**src/rtl/alu_pkg.sv**
```systemverilog
// Shared types for the ALU control-line interface and the CB-prefix rotate/shift sequencer.
package alu_pkg;

    typedef enum logic [1:0] {
        NO_SH = 2'd0,
        L_SH  = 2'd1,
        R_SH  = 2'd2
    } sh_t;

    typedef enum logic [1:0] {
        NO_OE  = 2'd0,
        SH_OE  = 2'd1,
        RES_OE = 2'd2
    } oe_t;

    typedef enum logic {
        NO_LD  = 1'b0,
        BUS_LD = 1'b1
    } ld_t;

    typedef enum logic [2:0] {
        CB_RLC  = 3'd0,
        CB_RRC  = 3'd1,
        CB_RL   = 3'd2,
        CB_RR   = 3'd3,
        CB_SLA  = 3'd4,
        CB_SRA  = 3'd5,
        CB_SWAP = 3'd6,
        CB_SRL  = 3'd7
    } cb_op_t;

    typedef enum logic [1:0] {
        S_IDLE = 2'd0,
        S_LOAD = 2'd1,
        S_RES  = 2'd2,
        S_DONE = 2'd3
    } seq_state_t;

    typedef struct packed {
        logic [2:0] op;
        logic       si;
        sh_t        sh;
        oe_t        oe;
        ld_t        la;
        ld_t        lb;
        logic       r;
        logic       s;
        logic       v;
        logic       ne;
        logic       ci;
        logic       l;
        logic       h;
    } alu_line_t;

    localparam alu_line_t IDLE_LINE = '{
        op: 3'd0, si: 1'b0, sh: NO_SH, oe: NO_OE, la: NO_LD, lb: NO_LD,
        r: 1'b0, s: 1'b0, v: 1'b0, ne: 1'b0, ci: 1'b0, l: 1'b0, h: 1'b0
    };

endpackage

```
**src/rtl/alu_shift_seq_shift_in_sel.sv**
```systemverilog
// Picks shift direction and the bit shifted into the vacated end for each CB rotate/shift op.
module shift_in_sel
    import alu_pkg::*;
(
    input  cb_op_t     op,
    input  logic [7:0] b,
    input  logic       cin,
    output sh_t        sh,
    output logic       si
);

    // NOTE: every output gets a default before the case so no path leaves it unassigned (no latch).
    always_comb begin
        sh = NO_SH;
        si = 1'b0;
        unique case (op)
            CB_RLC:  begin sh = L_SH; si = b[7]; end
            CB_RRC:  begin sh = R_SH; si = b[0]; end
            CB_RL:   begin sh = L_SH; si = cin;  end
            CB_RR:   begin sh = R_SH; si = cin;  end
            CB_SLA:  begin sh = L_SH; si = 1'b0; end
            CB_SRA:  begin sh = R_SH; si = b[7]; end
            CB_SRL:  begin sh = R_SH; si = 1'b0; end
            default: begin sh = NO_SH; si = 1'b0; end
        endcase
    end

endmodule

```
**src/rtl/alu_shift_seq.sv**
```systemverilog
// Drives the ALU control line through a LOAD/RES sequence for one CB rotate/shift op and
// captures the result and Z/C flags for the CPU sequencer.
module alu_shift_seq
    import alu_pkg::*;
#(
    parameter bit BACK2BACK = 1'b1
) (
    input  logic       clk,
    input  logic       reset_n,
    input  logic       start,
    input  logic [2:0] op,
    input  logic [7:0] operand,
    input  logic       cin,
    output alu_line_t  alu_line,
    input  logic       shift_co,
    input  logic [7:0] alu_result,
    input  logic       alu_zero,
    output logic       ready,
    output logic       done,
    output logic       err,
    output logic [7:0] result,
    output logic [3:0] flags
);

    seq_state_t state, state_nxt;
    cb_op_t     op_q;
    logic [7:0] operand_q;
    logic       cin_q;
    logic       c_q;
    logic       accept;
    logic       reject;
    sh_t        sel_sh;
    logic       sel_si;

    shift_in_sel u_shift_in_sel (
        .op  (op_q),
        .b   (operand_q),
        .cin (cin_q),
        .sh  (sel_sh),
        .si  (sel_si)
    );

    assign ready  = (state == S_IDLE) || (BACK2BACK && (state == S_DONE));
    assign done   = (state == S_DONE);
    assign accept = start && ready && (op != CB_SWAP);
    assign reject = start && ready && (op == CB_SWAP);

    always_comb begin
        state_nxt = state;
        unique case (state)
            S_IDLE: if (accept) state_nxt = S_LOAD;
            S_LOAD: state_nxt = S_RES;
            S_RES:  state_nxt = S_DONE;
            S_DONE: state_nxt = (BACK2BACK && accept) ? S_LOAD : S_IDLE;
            default: state_nxt = S_IDLE;
        endcase
    end

    always_comb begin
        alu_line = IDLE_LINE;
        unique case (state)
            S_LOAD: begin
                alu_line.op = op_q;
                alu_line.la = BUS_LD;
                alu_line.lb = BUS_LD;
                alu_line.oe = SH_OE;
                alu_line.sh = sel_sh;
                alu_line.si = sel_si;
                alu_line.r  = 1'b1;
                alu_line.s  = 1'b1;
                alu_line.v  = 1'b1;
                alu_line.l  = 1'b1;
            end
            S_RES: begin
                alu_line.op = op_q;
                alu_line.oe = RES_OE;
                alu_line.r  = 1'b1;
                alu_line.s  = 1'b1;
                alu_line.v  = 1'b1;
                alu_line.h  = 1'b1;
            end
            default: alu_line = IDLE_LINE;
        endcase
    end

    // NOTE: state is assigned with <= so every register samples the pre-edge values.
    always_ff @(posedge clk) begin
        if (!reset_n) begin
            state  <= S_IDLE;
            err    <= 1'b0;
            result <= 8'h00;
            flags  <= 4'h0;
        end else begin
            state <= state_nxt;
            err   <= reject;
            if (state == S_RES) begin
                result <= alu_result;
                flags  <= {alu_zero, 1'b0, 1'b0, c_q};
            end
        end
    end

    // NOTE: request and carry capture registers are not reset; they are only read after a load.
    always_ff @(posedge clk) begin
        if (accept) begin
            op_q      <= cb_op_t'(op);
            operand_q <= operand;
            cin_q     <= cin;
        end
        if (state == S_LOAD) c_q <= shift_co;
    end

endmodule

```
**config.mk**
```make
export PLATFORM = sky130hd
export DESIGN_NAME = alu_shift_seq
export DESIGN_NICKNAME = d
export VERILOG_FILES = /design/src/rtl/alu_pkg.sv /design/src/rtl/alu_shift_seq_shift_in_sel.sv /design/src/rtl/alu_shift_seq.sv
export SDC_FILE = /design/constraint.sdc
export NUM_CORES = 1
export LEC_CHECK = 0
export CAP_MARGIN = 5
export CORE_MARGIN = 2
export CORE_UTILIZATION = 33
export CTS_CLUSTER_DIAMETER = 30
export DETAILED_ROUTE_END_ITERATION = 7
export GPL_ROUTABILITY_DRIVEN = 1
export PLACE_DENSITY = 0.75
export SETUP_SLACK_MARGIN = 0.02
export SLEW_MARGIN = 20
export SYNTH_ARGS = -nofsm -noshare
export SYNTH_HDL_FRONTEND = slang
export SYNTH_SLANG_ARGS = --single-unit
```
**constraint.sdc**
```tcl
create_clock -name clk -period 1.7 [get_ports clk]
set_clock_uncertainty 0.05 [all_clocks]
set_input_delay 0.255 -clock clk [delete_from_list [all_inputs] [get_ports clk]]
set_output_delay 0.255 -clock clk [all_outputs]
set_load 0.02 [all_outputs]
```
==> impl_results.md <==
- Violations in the final reports: negative setup slack
- Initial Util: 35.0%
- Fin util: 55.4%
- ANT cells: 0
- Num rows: 19
- Max Root-Sink Buffers: 2
- ANT nets after route: 0
- Post-Place Cell Area: 1500 µm²
- TritonCTS Sinks: 20
- Initial antenna violation count: 0
- DP Wirelength: 1.72 mm
- First-pass GRT wire length: 3.44 mm
- Buffers on Ports: 46
- Library cells used by synthesis: 26
- Hold slack final: 457 ps
- Share of cells above drive strength 1: 34.7%
- Worst hold path type: reg2reg
- Pwr Total: 2.14 mW
- Hold violation count in the final report: 0
- Largest net degree at the start of global routing: 13
- Fillcell total: 241
- Pleak: 0.652 nW
- Synth Area per Inst: 10.9 µm²
- H-tree Lvls: 1
- Peak Freq: 0.544 GHz
- Power share of the clock group: 15.5%
- Via count: 785
- Die Ht: 58.1 µm
- Vias in the first global route: 783
- Setup TNS: -139 ps
- Setup CP Type: reg2out
- Wire per inst: 12.2 µm
- Cell Int Power: 1.34 mW
- CP cell instances: mux2_4, a221oi_2, a211oi_2, buf_2
- RSZ-0062 raised after global routing: yes
- Iter 0 DRT Violations: 15
- Worst path max stage delay: 420 ps
- Setup-failing EPs final: 1
- Width of the die: 58.1 µm
- Switching power: 0.807 mW
- Final number of max-transition violations: 0
- Grt ovf: 0
- Vias per cell: 4.49
- Clock latency on the worst-skew pair: 310 ps
- Num ports: 57
- Root Buffer Master: clkbuf_4
- Ys Warns: 0
- Crit path DAT: 1530 ps
- Mapped Cells: 89
- CTS Hold Bufs: 0
- Period utilization: 108%
- Fin crit period: 1840 ps
- Critical path capture point type: output pin
- Crit path max-delay cell type: edfxtp_1
- Post-synthesis sequential area ratio: 48.7%
- Crit Path Max Fanout: 2
- DRT Pass-1 Iters: 4
- DP Cell Count: 170
- CTS clk-pin slew, worst paths: 120 ps
- Fin worst setup slack: -139 ps
- Switch share: 37.6%
- PwrDens: 1400 nW/µm²
- CTS tree: done
- Flop pwr share: 30.1%
- Status: finished, violations left
- Die area: 3380 µm²
- Yosys reg bits: 20
- Place WS: -217 ps
- Synthesized cell area: 966 µm²
- Nets: 175
- Max_cap viols: 0
- CTS Buf Count: 3
- Gpl congestion: 0.706
- Critical Path Source Type: flip-flop
- Final wirelength: 2.14 mm
- P&R area growth vs syn: 58.3%
- Core footprint: 2760 µm²
- Most common cell after layout, fill and taps aside: clkdlybuf4s50_1
- Most frequent cells in the layout: clkdlybuf4s50_1 (29), buf_4 (17), nor2_1 (13), dfxtp_1 (11), mux2i_1 (10)
- Comb power frac: 54.5%
- Finished Layout Cells: 175
- Critical path required time: 1390 ps
- GRT Total Usage: 13.5%
- Peak supply drop: 0.809 mV
- Design area: 1530 µm²
- DRC: 0
## per-layer routing
metal | track usage (%) | vias up | wire, µm
li1 | - | 390 | -
met1 | 16.3 | 369 | 888
met2 | 23.5 | 24 | 1130
met3 | 0.893 | 2 | 92
met4 | 7.97 | 0 | 27
met5 | 0 | - | 0
## repair_timing
action                                  4_1_cts  5_1_grt
setup buffers                                 0        1
pin swaps                                     2        1
gates resized for setup                      62       13
endpoints found under the setup margin       24       16
## worst max-delay path, delay by kind of cell (launching register included)
family,cells,cell delay (ps)
AO/OA/AOI/OAI,2,340
buffers and inverters,1,160
flip-flops,1,420
multiplexers,1,320
## logic make-up (layout without fill, tap and decap cells)
family	after synthesis	count (layout)	synth area share, %
AOI/OAI and AO/OA	7	7	5.70
DFF	20	20	48.7
muxes	11	11	11.9
buffers and inverters	19	71	11.8
adders and majority gates	5	5	6.48
other	1	4	0.388
and+or+nand+nor	26	26	15.0
## registers in the layout (all words and copies together) (netlist names)
signal     flops
flags          2
cin_q          1
result         8
err            1
op_q           3
operand_q      2
c_q            1
state          2
## layout make-up
class | count | area, µm² | area share, %
multi-input combinational | 53 | 433 | 28.3
tap | 31 | 38.8 | 2.54
sequential | 20 | 475 | 31.1
timing repair buffer | 61 | 509 | 33.3
inverter | 6 | 25.0 | 1.64
clock buffer | 4 | 47.5 | 3.11
## cells in the mapped netlist, drive strengths merged
master / instances / area (µm²)
a211oi: 2 / 15.0
nand2b: 1 / 6.26
and2: 4 / 28.8
inv: 6 / 22.5
nand2: 3 / 13.8
conb: 1 / 3.75
or2b: 1 / 7.51
dfxtp: 13 / 260
nand3b: 1 / 20.0
edfxtp: 7 / 210
clkbuf: 1 / 3.75
mux2: 1 / 15.0
a21oi: 2 / 10.0
o31a: 1 / 8.76
ha: 5 / 62.6
buf: 12 / 87.6
a221oi: 1 / 15.0
nor2: 13 / 48.8
mux2i: 10 / 100
and3: 1 / 6.26
o22ai: 1 / 6.26
nor2b: 1 / 8.76
nand3: 1 / 5.00
## final timing paths
check	slack [ps]	cells past startpoint	from	endpoint
max	-140	4	op_q[2]	alu_line[13]
min	460	2	c_q	flags[0]
max reg2reg	90	7	state[0]	state[0]
min reg2reg	460	2	c_q	flags[0]
## power by group through the flow
stage	clock network [mW]	registers [mW]	logic, mW
3_5_place_dp	0	0.639	1.21
3_3_place_gp	0	0.636	1.19
5_1_grt	0.358	0.655	1.25
6_report	0.332	0.645	1.17
2_1_floorplan	0	0.677	0.664
4_1_cts	0.343	0.640	1.14
(Power assumes the default switching activity.)
